[src/rtl/mmio_bus_unit.sv]
// MEM-stage bus unit: routes loads/stores/ecalls to data memory or memory-mapped IO.
// Optional build macro MMIO_BTN_STICKY_EN turns the button into a sticky, read-to-clear flag.
module mmio_bus_unit #(
  parameter logic [31:0] IO_BASE       = 32'hFFFF_FF00,
  parameter int          MEM_LAT       = 2,
  parameter int          SW_W          = 12,
  parameter int          LED_W         = 16,
  parameter logic [11:0] EOP_PRINT_INT = 12'd1,
  parameter logic [11:0] EOP_READ_INT  = 12'd5
) (
  input  logic             clk,
  input  logic             rst,
  input  logic             req_read,
  input  logic             req_write,
  input  logic [31:0]      req_addr,
  input  logic [31:0]      req_wdata,
  input  logic             ecall_read,
  input  logic             ecall_write,
  input  logic [11:0]      ecall_op,
  input  logic [31:0]      ecall_a0,
  output logic             stall,
  output logic             rsp_valid,
  output logic [31:0]      rsp_data,
  output logic             mem_en,
  output logic             mem_we,
  output logic [31:0]      mem_addr,
  output logic [31:0]      mem_wdata,
  input  logic [31:0]      mem_rdata,
  input  logic [SW_W-1:0]  switch_in,
  input  logic             btn_in,
  input  logic             key_valid,
  input  logic [3:0]       key_code,
  output logic [LED_W-1:0] led_out,
  output logic [31:0]      seg_out,
  output logic             io_err,
  output logic [1:0]       dbg_state
);

  // Handshake: a request is taken in the one IDLE cycle it is seen; the MEM stage must
  // hold it while stall=1, and rsp_valid marks the single cycle rsp_data is write-back data.
  typedef enum logic [1:0] {IDLE = 2'd0, MEM_WAIT = 2'd1, RESP = 2'd2} state_t;

  localparam logic [2:0] LAST_CNT = 3'(MEM_LAT - 1);

  state_t      state, state_next;
  logic [2:0]  cnt;
  logic        key_ready;
  logic [3:0]  key_reg;
  logic        btn_s1, btn_s2;
  logic        btn_bit;
  logic        is_io, idle, mapped;
  logic [7:0]  off;
  logic        mem_rd, io_rd, ec_rd, mem_wr, io_wr, ec_wr;
  logic        key_rd, btn_rd, mem_done;
  logic [31:0] io_rdata;
  logic        unused_a0;

  assign unused_a0 = ^ecall_a0[31:LED_W];

  assign is_io  = (req_addr[31:8] == IO_BASE[31:8]);
  assign off    = req_addr[7:0];
  assign idle   = (state == IDLE);
  assign mem_rd = idle & req_read & ~is_io;
  assign io_rd  = idle & req_read & is_io;
  assign ec_rd  = idle & ecall_read & (ecall_op == EOP_READ_INT);
  assign mem_wr = idle & req_write & ~is_io;
  assign io_wr  = idle & req_write & is_io;
  assign ec_wr  = idle & ecall_write & (ecall_op == EOP_PRINT_INT);
  assign key_rd = io_rd & (off == 8'h08);
  assign btn_rd = io_rd & (off == 8'h04);

  // Memory read data is sampled on the edge that closes the last wait cycle.
  assign mem_done = (MEM_LAT == 1) ? mem_rd : ((state == MEM_WAIT) && (cnt == LAST_CNT));

  assign stall     = mem_rd | io_rd | ec_rd | (state == MEM_WAIT);
  assign rsp_valid = (state == RESP);
  assign mem_en    = mem_rd | mem_wr;
  assign mem_we    = mem_wr;
  assign mem_addr  = req_addr;
  assign mem_wdata = req_wdata;
  assign dbg_state = state;

  always_comb begin
    mapped   = 1'b1;
    io_rdata = 32'd0;
    case (off)
      8'h00:   io_rdata = {{(32-SW_W){1'b0}}, switch_in};
      8'h04:   io_rdata = {31'd0, btn_bit};
      8'h08:   io_rdata = {27'd0, key_ready, key_reg};
      8'h10:   io_rdata = 32'd0;
      8'h14:   io_rdata = 32'd0;
      8'h18:   io_rdata = {30'd0, key_ready, btn_bit};
      default: mapped = 1'b0;
    endcase
  end

  always_comb begin
    state_next = state;
    case (state)
      IDLE: begin
        if (mem_rd)              state_next = (MEM_LAT == 1) ? RESP : MEM_WAIT;
        else if (io_rd || ec_rd) state_next = RESP;
      end
      MEM_WAIT: if (cnt == LAST_CNT) state_next = RESP;
      RESP:     state_next = IDLE;
      default:  state_next = IDLE;
    endcase
  end

  always_ff @(posedge clk or posedge rst) begin
    if (rst) begin
      state    <= IDLE;
      cnt      <= 3'd0;
      rsp_data <= 32'd0;
    end else begin
      state <= state_next;
      if (mem_rd)                 cnt <= 3'd1;
      else if (state == MEM_WAIT) cnt <= cnt + 3'd1;
      if (mem_done)               rsp_data <= mem_rdata;
      else if (io_rd)             rsp_data <= mapped ? io_rdata : 32'd0;
      else if (ec_rd)             rsp_data <= {{(32-SW_W){1'b0}}, switch_in};
    end
  end

  always_ff @(posedge clk or posedge rst) begin
    if (rst) begin
      led_out   <= '0;
      seg_out   <= 32'd0;
      io_err    <= 1'b0;
      key_reg   <= 4'd0;
      key_ready <= 1'b0;
      btn_s1    <= 1'b0;
      btn_s2    <= 1'b0;
    end else begin
      btn_s1 <= btn_in;
      btn_s2 <= btn_s1;
      if (io_wr && off == 8'h10) led_out <= req_wdata[LED_W-1:0];
      else if (ec_wr)            led_out <= ecall_a0[LED_W-1:0];
      if (io_wr && off == 8'h14) seg_out <= req_wdata;
      if ((io_rd || io_wr) && !mapped) io_err <= 1'b1;
      // A new key wins over a simultaneous read's clear, so the fresh code is not lost.
      if (key_valid) begin
        key_reg   <= key_code;
        key_ready <= 1'b1;
      end else if (key_rd) begin
        key_ready <= 1'b0;
      end
    end
  end

`ifdef MMIO_BTN_STICKY_EN
  logic btn_s3, btn_flag;
  assign btn_bit = btn_flag;

  always_ff @(posedge clk or posedge rst) begin
    if (rst) begin
      btn_s3   <= 1'b0;
      btn_flag <= 1'b0;
    end else begin
      btn_s3 <= btn_s2;
      if (btn_s2 && !btn_s3) btn_flag <= 1'b1;
      else if (btn_rd)       btn_flag <= 1'b0;
    end
  end
`else
  logic unused_btn_rd;
  assign unused_btn_rd = btn_rd;
  assign btn_bit       = btn_s2;
`endif

endmodule

[config.mk]
export PLATFORM = sky130hd
export DESIGN_NAME = mmio_bus_unit
export DESIGN_NICKNAME = d
export VERILOG_FILES = /design/src/rtl/mmio_bus_unit.sv
export SDC_FILE = /design/constraint.sdc
export NUM_CORES = 1
export LEC_CHECK = 0
export CAP_MARGIN = 30
export CORE_ASPECT_RATIO = 1.5
export CORE_MARGIN = 2
export CORE_UTILIZATION = 25
export CTS_CLUSTER_DIAMETER = 30
export CTS_CLUSTER_SIZE = 24
export DETAILED_ROUTE_END_ITERATION = 12
export PLACE_DENSITY_LB_ADDON = 0.1
export SETUP_SLACK_MARGIN = 0.2
export SYNTH_ARGS = -nofsm -noshare
export SYNTH_HDL_FRONTEND = slang
export SYNTH_SLANG_ARGS = --single-unit
[constraint.sdc]
create_clock -name clk -period 7.95 [get_ports clk]
set_clock_uncertainty 0.05 [all_clocks]
set_input_delay 1.59 -clock clk [delete_from_list [all_inputs] [get_ports clk]]
set_output_delay 1.59 -clock clk [all_outputs]
set_load 0.02 [all_outputs]
Yosys cells after proc, flatten, opt, wreduce, memory -nomap -nowiden
Index checks and enable logic that the tools add are counted.
{"block": "word_totals", "regBits": 93, "output_inout_bits": 151, "in_bits": 164}
{"block": "classes", "n_reduce_logical": 15, "n_eq_ne": 13, "bitwise_logic": 16, "n_addsub": 1, "mux": 16}
{"cell": "$mux W32", "count": 4}
{"cell": "$pmux W12 S4", "count": 1}
{"cell": "$mux W16", "count": 2}
{"cell": "$eq A24 B24 Y1 const B", "count": 1}
{"cell": "$eq A8 B5 Y1 const B", "count": 3}
{"cell": "$eq A12 B1 Y1 const B", "count": 1}
{"cell": "$eq A12 B3 Y1 const B", "count": 1}
{"cell": "$and A1 B1 Y1", "count": 11}
{"cell": "$eq A8 B3 Y1 const B", "count": 1}
{"cell": "$eq A8 B4 Y1 const B", "count": 1}
{"cell": "$logic_not A8 Y1", "count": 1}
{"cell": "$mux W2", "count": 3}
{"cell": "$mux W3", "count": 2}
{"cell": "$reduce_bool A2 Y1", "count": 3}
{"cell": "$reduce_or A6 Y1", "count": 1}
{"cell": "$logic_and A1 B1 Y1", "count": 4}
{"cell": "$or A1 B1 Y1", "count": 4}
{"cell": "$pmux W2 S2", "count": 1}
{"cell": "$add A3 B1 Y3 const B", "count": 1}
{"cell": "$eq A3 B1 Y1 const B", "count": 1}
{"cell": "$mux W1", "count": 3}
{"cell": "$ne A3 B1 Y1 const B", "count": 1}
{"cell": "$reduce_bool A3 Y1", "count": 1}
{"cell": "$eq A2 B1 Y1 const B", "count": 1}
{"cell": "other kinds (7)", "count": 8}

Depth between registers and ports, before layout
Gate-level depths: netlist of the first run.
{"block": "depth", "ltp_word": 7, "depth_mapped": 8}

Worst setup path before layout of the first run
No wires, ideal clock.
{"block": "synth_path", "path_kind": "input -> output", "startpoint": "input port ecall_op[1]", "endpoint": "output port stall", "stages": 4, "required_time_ns": 6.310, "setup_slack_ns": 3.646, "path_buffers": 0, "arrival_ns": 2.664, "path_cell_list": "nor4_1 > and4_1 > and3_1 > or3_1"}
{"block": "synth_via", "elab_chain_len": 4}
{"item": "from (decl)", "line_no": "19", "text": "input logic [11:0] ecall_op,"}
{"item": "$eq A12 B3 Y1", "line_no": "65", "text": "assign ec_rd = idle & ecall_read & (ecall_op == EOP_READ_INT);"}
{"item": "$and A1 B1 Y1", "line_no": "65"}
{"item": "$or A1 B1 Y1 (2 in series)", "line_no": "75", "text": "assign stall = mem_rd | io_rd | ec_rd | (state == MEM_WAIT);"}
{"item": "to (decl)", "line_no": "21", "text": "output logic stall,"}
No other way between the ends.

Worst setup path after layout of the first run
Same ends and word-level chain as after synthesis.

==> results of run 1 <==
-- per-stage QoR --
step / total power [W] / cells
after global routing: 0.00187 / 900
after floorplan: 0.000969 / 407
after detailed placement: 0.00131 / 883
after global placement: 0.00130 / 883
final: 0.00177 / 900
after CTS: 0.00179 / 899
-- path summary, 6_finish.rpt --
check / endpoint / slack, ps
max: stall / 2320
max in group asynchronous: dbg_state[1] / 5150
min reg2reg: btn_bit / 310
min: btn_bit / 310
min in group asynchronous: seg_out[21] / 1610
max reg2reg: rsp_data[4] / 5460
-- placed cells by master, fill, tap and decap left out, types with 4 or more instances in the layout --
| master | count |
|---|---|
| clkdlybuf4s50_1 | 298 |
| dfrtp_1 | 93 |
| mux2_4 | 30 |
| nor2_1 | 25 |
| a22o_1 | 20 |
| a21oi_1 | 18 |
| mux2i_1 | 17 |
| nand2_1 | 16 |
| inv_1 | 13 |
| nand3_1 | 9 |
| o211ai_1 | 9 |
| clkbuf_16 | 9 |
| nand4_1 | 7 |
| mux2_2 | 7 |
| and2_1 | 5 |
| nor3_1 | 4 |
| buf_4 | 4 |
-- metal layers --
layer,track usage,vias up
li1,-,1860
met1,0.171,1877
met2,0.276,156
met3,0.0393,11
met4,0.0471,0
met5,0,-
-- power by group through the flow --
stage	logic (W)	clock network, W	registers (W)
floorplan	0.000251	0	0.000718
global placement	0.000673	0	0.000628
detailed placement	0.000681	0	0.000625
CTS	0.000682	0.000491	0.000621
global route	0.000723	0.000511	0.000634
finish	0.000673	0.000477	0.000620
-- final cells by class --
cell class	count	area, um^2
diodes	1	2.50
clock inverters	6	93.8
flip-flops and latches	93	2330
inverters	14	55.1
well taps	252	315
fillers	1836	10700
repair buffers	302	3010
multi-input cells	222	1790
clock buffers	10	229
-- cells by family after synthesis --
family	Yosys count	share of synthesized area
buffers and inverters	92	0.130
and+or+nand+nor	95	0.114
muxes	55	0.151
xor gates and xnor gates	2	0.00371
DFF	93	0.493
adders and majority gates	2	0.00530
AOI/OAI and AO/OA	68	0.103
==> flow_summary.json, run 1 <==
{
  "critPathLaunch": "ecall_op[1]",
  "async_flop_share": 1.00,
  "cts_tree": "yes",
  "routedWlPerCell_um": 17.2,
  "route.met3.wl_um": 1070,
  "yosysTopAreaCellShare": 0.493,
  "cp_slowest_cell": "clkdlybuf4s50_1",
  "worst_setup_path_start_kind": "primary input",
  "worstPathRequired_ps": 6310,
  "setup_viol": 0,
  "synth.avg_cell_area_um2": 11.6,
  "cts_inserted_buffers": 9,
  "synthToLayoutAreaGrowth_pct": 65.9,
  "drt_iter0_markers": 120,
  "min_period_over_period": 0.708,
  "yosys-top-cells-count": "dfrtp_1, buf_4, mux2_4",
  "clkPwrFrac": 0.269,
  "p_int_w": 0.00119,
  "dieArea_mm2": 0.0200,
  "slew_violations": 0,
  "ys_ff_latch": 93,
  "power_density_mw_per_mm2": 226,
  "met2_length_um": 8310,
  "relSlewSlack": 0.236,
  "io_pins": 315,
  "timing.setup.tns_ps": 0,
  "clk_pin_slew_ps": 70,
  "switching_share": 0.328,
  "clock_sinks": 93,
  "finalNetCount": 808,
  "worst_slew_pin_slew_ps": 1150,
  "pre_cts_slack_ps": 2330,
  "num_rows": 61,
  "cellLeakagePower_nw": 3.51,
  "final_layout_size_suffix_gt1_frac": 0.102,
  "vias_per_cell": 4.34,
  "synth.largest_area_cell": "dfrtp_1",
  "power_switching_w": 0.000580,
  "min_delay_path_depth": 0,
  "overflow": 0,
  "cp_max_fo": 4,
  "synth_area_mm2": 0.00472,
  "initial_core_util": 0.254,
  "post-route-drc-count": 0,
  "portBuffers": 298,
  "fmax_ghz": 0.178,
  "reg.largest.list": "rsp_data (32), seg_out (32), led_out (16)",
  "dpl.hpwl_um": 12000,
  "drt-pass1-iter-count": 4,
  "placed_area_mm2": 0.00750,
  "status": "complete, no violations",
  "rsz0062_at_grt": "false",
  "grt_max_degree": 49,
  "yosysWarnings": 0,
  "maxCapViolations": 0,
  "cts_setup_buffers": 0,
  "clock_path_buffers": 2,
  "design.core.area_mm2": 0.0185,
  "crit_arrival_ps": 3990,
  "post-route-util": 0.422,
  "min_from": "btn_s1",
  "clkLatencyLatePin_ps": 340,
  "whs_ps": 307,
  "post-route-worst-setup-slack_ps": 2320,
  "htree_levels": 3,
  "grt_pass1_wl_um": 23000,
  "ir_drop_mv": 0.120,
  "cts-root-buf": "clkbuf_16",
  "worstPathCellList": "clkdlybuf4s50_1 > nor4_1 > and4_1 > and3_1 > or3_1 > clkdlybuf4s50_1",
  "ys_types": 51,
  "p_comb_frac": 0.380,
  "path_class": "primary input to primary output",
  "syn_inst": 407,
  "ys_top_cells_by_area": "dfrtp_1, buf_4, mux2_4, a22o_1, mux2i_1",
  "die-height_um": 172,
  "routed.top_layer": "met4",
  "p_seq_frac": 0.350,
  "hold_buffers": 0,
  "grt_antenna_before_repair": 1,
  "hp-class": "register to register",
  "cp_top_family": "simple AND/OR/NAND/NOR gates",
  "r2r-start": "cnt[1]",
  "reg2regPathDepth": 7,
  "max_stage_delay_ps": 640,
  "fin_area_mm2": 0.00782,
  "critical_path_depth": 6,
  "fin_crit_ps": 5630,
  "wl_met1_um": 5870,
  "cts_resized": 0,
  "gp_congestion": 0.756,
  "synth_flop_cell": "dfrtp_1",
  "vias": 3904,
  "finalHoldViolCount": 0,
  "dieWidth_um": 116,
  "path_buf_inv": 2,
  "yosysSeqAreaShare": 0.493,
  "endpoint_kind": "primary output",
  "synth.most_common_cell": "dfrtp_1",
  "routed_wl_um": 15500,
  "syn_nets": 573,
  "synth_edf_count": 0,
  "gr-usage-all-layers": 0.151,
  "cp_common_cell": "clkdlybuf4s50_1",
  "grt_pass1_vias": 4116,
  "drtAntennaViolNets": 0
}
Power figures use the tool's default switching activity.
==> inputs of run 2 (changes only) <==
- clock period: 7.95 -> 5.09 ns (I/O delays scaled with it)
==> flow_summary.json, run 2 (synthesis gave the netlist of run 1 again) <==
{
  "grt_antenna_before_repair": 1,
  "post-route-drc-count": 0,
  "initial_core_util": 0.254,
  "path_class": "primary input to primary output",
  "routedWlPerCell_um": 17.3,
  "grt_max_degree": 46,
  "drt-pass1-iter-count": 4,
  "min_period_over_period": 0.864,
  "crit_arrival_ps": 3330,
  "endpoint_kind": "primary output",
  "status": "complete, no violations",
  "htree_levels": 3,
  "worstPathCellList": "clkdlybuf4s50_1 > nor4_1 > and4_1 > and3_1 > or3_1 > clkdlybuf4s50_1",
  "clock_path_buffers": 2,
  "max_stage_delay_ps": 650,
  "portBuffers": 298,
  "dieWidth_um": 116,
  "num_rows": 61,
  "whs_ps": 310,
  "pre_cts_slack_ps": 663,
  "drtAntennaViolNets": 0,
  "cp_top_family": "simple AND/OR/NAND/NOR gates",
  "cts_resized": 0,
  "grt_pass1_vias": 4159,
  "clkLatencyLatePin_ps": 350,
  "cp_slowest_cell": "clkdlybuf4s50_1",
  "design.core.area_mm2": 0.0185,
  "layout_commonest_cell": "clkdlybuf4s50_1",
  "cts_setup_buffers": 0,
  "dieArea_mm2": 0.0200,
  "vias": 3949,
  "cp_common_cell": "clkdlybuf4s50_1",
  "final_layout_size_suffix_gt1_frac": 0.105,
  "cts_inserted_buffers": 9,
  "slew_violations": 0,
  "io_pins": 315,
  "cts-root-buf": "clkbuf_16",
  "hp-class": "register to register",
  "overflow": 0,
  "hold_buffers": 0,
  "clock_sinks": 93,
  "use_met1": 0.169,
  "fmax_ghz": 0.227,
  "fin_crit_ps": 4400,
  "timing.setup.tns_ps": 0,
  "worstPathRequired_ps": 4020,
  "post-route-worst-setup-slack_ps": 691,
  "vias_per_cell": 4.38,
  "rsz0062_at_grt": "false",
  "setup_viol": 0,
  "grt_pass1_wl_um": 23100,
  "cellLeakagePower_nw": 3.52,
  "worst_setup_path_start_kind": "primary input",
  "routed_wl_um": 15600,
  "maxCapViolations": 0,
  "reg.largest.list": "rsp_data (32), seg_out (32), led_out (16)",
  "met2_usage": 0.277,
  "drt_iter0_markers": 125,
  "cp_max_fo": 4,
  "final_cell_mix": "clkdlybuf4s50_1, dfrtp_1, mux2_4",
  "dpl.hpwl_um": 12200,
  "busiest_layer": "met2",
  "die-height_um": 172,
  "finalNetCount": 809,
  "gr-usage-all-layers": 0.153,
  "path_buf_inv": 2,
  "ir_drop_mv": 0.233,
  "cts_tree": "yes",
  "finalHoldViolCount": 0,
  "relSlewSlack": 0.276,
  "gp_congestion": 0.758,
  "worst_slew_pin_slew_ps": 1090,
  "synthToLayoutAreaGrowth_pct": 66.3,
  "grtUsageMet3": 0.0396,
  "clk_pin_slew_ps": 70,
  "power_density_mw_per_mm2": 350
}
[run 2: changes by cell type in the layout (fill, tap and decap cells not counted), sizes merged]
cell	before	now
clkinvlp	1	0
bufinv	2	1
clkinv	1	3
inv	16	17
buf	4	5
clkbuf	10	9
[run 2: metal layers]
| layer | part of all wire | wire length [um] |
|---|---|---|
| met1 | 0.38 | 5970 |
| met2 | 0.53 | 8280 |
| met3 | 0.065 | 1010 |
| met4 | 0.019 | 296 |
| met5 | 0 | 0 |
[run 2: layout make-up]
cell class	count	area [um^2]
antenna	1	2.50
clock buffer	9	225
clock inverter	7	92.6
fill	1806	10700
inverter	14	55.1
multi-input combinational	222	1790
sequential	93	2330
tap	252	315
timing repair buffer	303	3040
[run 2: where the power goes]
part           switching (W)  leakage (nW)  internal, W
logic               0.000512          2.14     0.000544
clock network       0.000328         0.155     0.000394
registers          0.0000873          1.23     0.000879
total               0.000927          3.52      0.00182
[run 2: final timing paths]
kind / from / end / slack [ps] / depth (start not counted)
max: ecall_op[1] / stall / 690 / 6
max reg2reg: cnt[1] / rsp_data[2] / 2540 / 8
min in group asynchronous: rst / rsp_data[29] / 990 / 2
max in group asynchronous: rst / rsp_data[9] / 3360 / 3
min reg2reg: btn_s1 / btn_bit / 310 / 0
min: btn_s1 / btn_bit / 310 / 0
[run 2: through the flow]
stage,instances,power (W),cell area (um^2),utilization
after global placement,883,0.00203,7500,0.404
after global routing,901,0.00290,7850,0.423
final,901,0.00275,7850,0.423
after floorplan,407,0.00151,4720,-
after detailed placement,884,0.00205,7530,0.406
after CTS,900,0.00279,7840,0.423
==> inputs of run 3 (changes only) <==
- CORE_ASPECT_RATIO: 1.5 -> unset
- CTS_CLUSTER_SIZE: 24 -> 28
==> flow_summary.json, run 3 (synthesis gave the netlist of run 1 again) <==
{
  "dieArea_mm2": 0.0200,
  "max_stage_delay_ps": 610,
  "crit_arrival_ps": 3300,
  "filler_cell_count": 1738,
  "r2r-start": "cnt[1]",
  "fin_crit_ps": 4370,
  "initial_core_util": 0.254,
  "setup_viol": 0,
  "endpoint_kind": "primary output",
  "layout_commonest_cell": "clkdlybuf4s50_1",
  "synthToLayoutAreaGrowth_pct": 64.6,
  "ir_drop_mv": 0.234,
  "path_class": "primary input to primary output",
  "multi_input_comb_area_mm2": 0.00179,
  "portBuffers": 298,
  "cts_resized": 0,
  "slew_violations": 0,
  "final_cell_mix": "clkdlybuf4s50_1, dfrtp_1, mux2_4",
  "drtAntennaViolNets": 0,
  "rsz0062_at_grt": "false",
  "worst_setup_path_start_kind": "primary input",
  "routed_wl_um": 14900,
  "timing.setup.tns_ps": 0,
  "path_buf_inv": 2,
  "grt_antenna_before_repair": 0,
  "critPathLaunch": "ecall_op[1]",
  "cts_setup_buffers": 0,
  "vias": 3947,
  "design.core.area_mm2": 0.0186,
  "drt-pass1-iter-count": 4,
  "cellLeakagePower_nw": 3.49,
  "fmax_ghz": 0.229,
  "cts-root-buf": "clkbuf_16",
  "overflow": 0,
  "relSlewSlack": 0.391,
  "dpl.hpwl_um": 11500,
  "finalNetCount": 808,
  "grt_pass1_vias": 4001,
  "clkLatencyLatePin_ps": 340,
  "grt_pass1_wl_um": 22700,
  "grt_max_degree": 60,
  "gr-usage-all-layers": 0.148,
  "htree_levels": 3,
  "io_pins": 315,
  "min_from": "btn_s1",
  "placed_area_mm2": 0.00748,
  "hp-class": "register to register",
  "gp_congestion": 0.755,
  "worstPathCellList": "clkdlybuf4s50_1 > nor4_1 > and4_1 > and3_1 > or3_1 > clkdlybuf4s50_1",
  "maxCapViolations": 0,
  "status": "complete, no violations",
  "routedWlPerCell_um": 16.9,
  "min_period_over_period": 0.859,
  "final_layout_size_suffix_gt1_frac": 0.102,
  "dieWidth_um": 141,
  "cp_max_fo": 4,
  "num_rows": 50,
  "worstPathRequired_ps": 4020,
  "finalHoldViolCount": 0,
  "reg.largest.list": "rsp_data (32), seg_out (32), led_out (16)",
  "drt_iter0_markers": 176,
  "hold_buffers": 0,
  "clk_pin_slew_ps": 60,
  "cts_tree": "yes",
  "cp_slowest_cell": "clkdlybuf4s50_1",
  "cp_top_family": "simple AND/OR/NAND/NOR gates",
  "antenna_cells": 0,
  "fin_area_mm2": 0.00776,
  "post-route-drc-count": 0,
  "clock_path_buffers": 2,
  "cp_common_cell": "clkdlybuf4s50_1",
  "power_density_mw_per_mm2": 344,
  "worst_slew_pin_slew_ps": 913,
  "seqCellArea_mm2": 0.00233,
  "clock_sinks": 93,
  "die-height_um": 141,
  "vias_per_cell": 4.48,
  "cts_inserted_buffers": 9
}
-- run 3: through the flow --
| stage | total power [W] | util | worst slack (ps) | std cells | hold slack, ps |
|---|---|---|---|---|---|
| after floorplan | 0.00151 | - | 1600 | 407 | 281 |
| after global placement | 0.00203 | 0.402 | 679 | 865 | 291 |
| final | 0.00267 | 0.418 | 718 | 881 | 301 |
| after CTS | 0.00272 | 0.418 | 661 | 881 | 302 |
| after global routing | 0.00283 | 0.418 | 565 | 881 | 318 |
| after detailed placement | 0.00204 | 0.402 | 670 | 865 | 286 |
-- run 3: power by group --
group	total [W]	switching (W)	leakage [nW]	internal, W
Sequential	0.000970	0.0000903	1.23	0.000880
Combinational	0.00105	0.000505	2.13	0.000541
Clock	0.000657	0.000297	0.131	0.000360
Total	0.00267	0.000893	3.49	0.00178
-- run 3: layer usage --
layer	global-route usage	wire length, um
met4	0.0489	231
met2	0.260	7840
met1	0.175	5840
met3	0.0388	1010
met5	0	0
-- run 3: final timing paths --
kind,slack [ps],to,cells past startpoint
hold / removal,300,btn_bit,0
hold reg to reg,300,btn_bit,0
setup reg to reg,2710,rsp_data[3],7
min in group asynchronous,1090,seg_out[16],2
setup / recovery,720,stall,6
max in group asynchronous,2880,led_out[13],3
-- run 3: area by class of cell --
type | count | share of cell area
timing repair buffer | 302 | 0.388
sequential | 93 | 0.300
multi-input combinational | 222 | 0.230
tap | 234 | 0.0377
clock buffer | 12 | 0.0330
inverter | 14 | 0.00709
clock inverter | 4 | 0.00403
-- run 3: worst reg2reg max path, stage by stage (launching register included) --
cell       delay (ps)
dfrtp_1           400
inv_1              60
ha_1              160
nand4bb_1         530
nand2_1           320
nor2_1             80
mux2i_2           460
o221ai_1          180
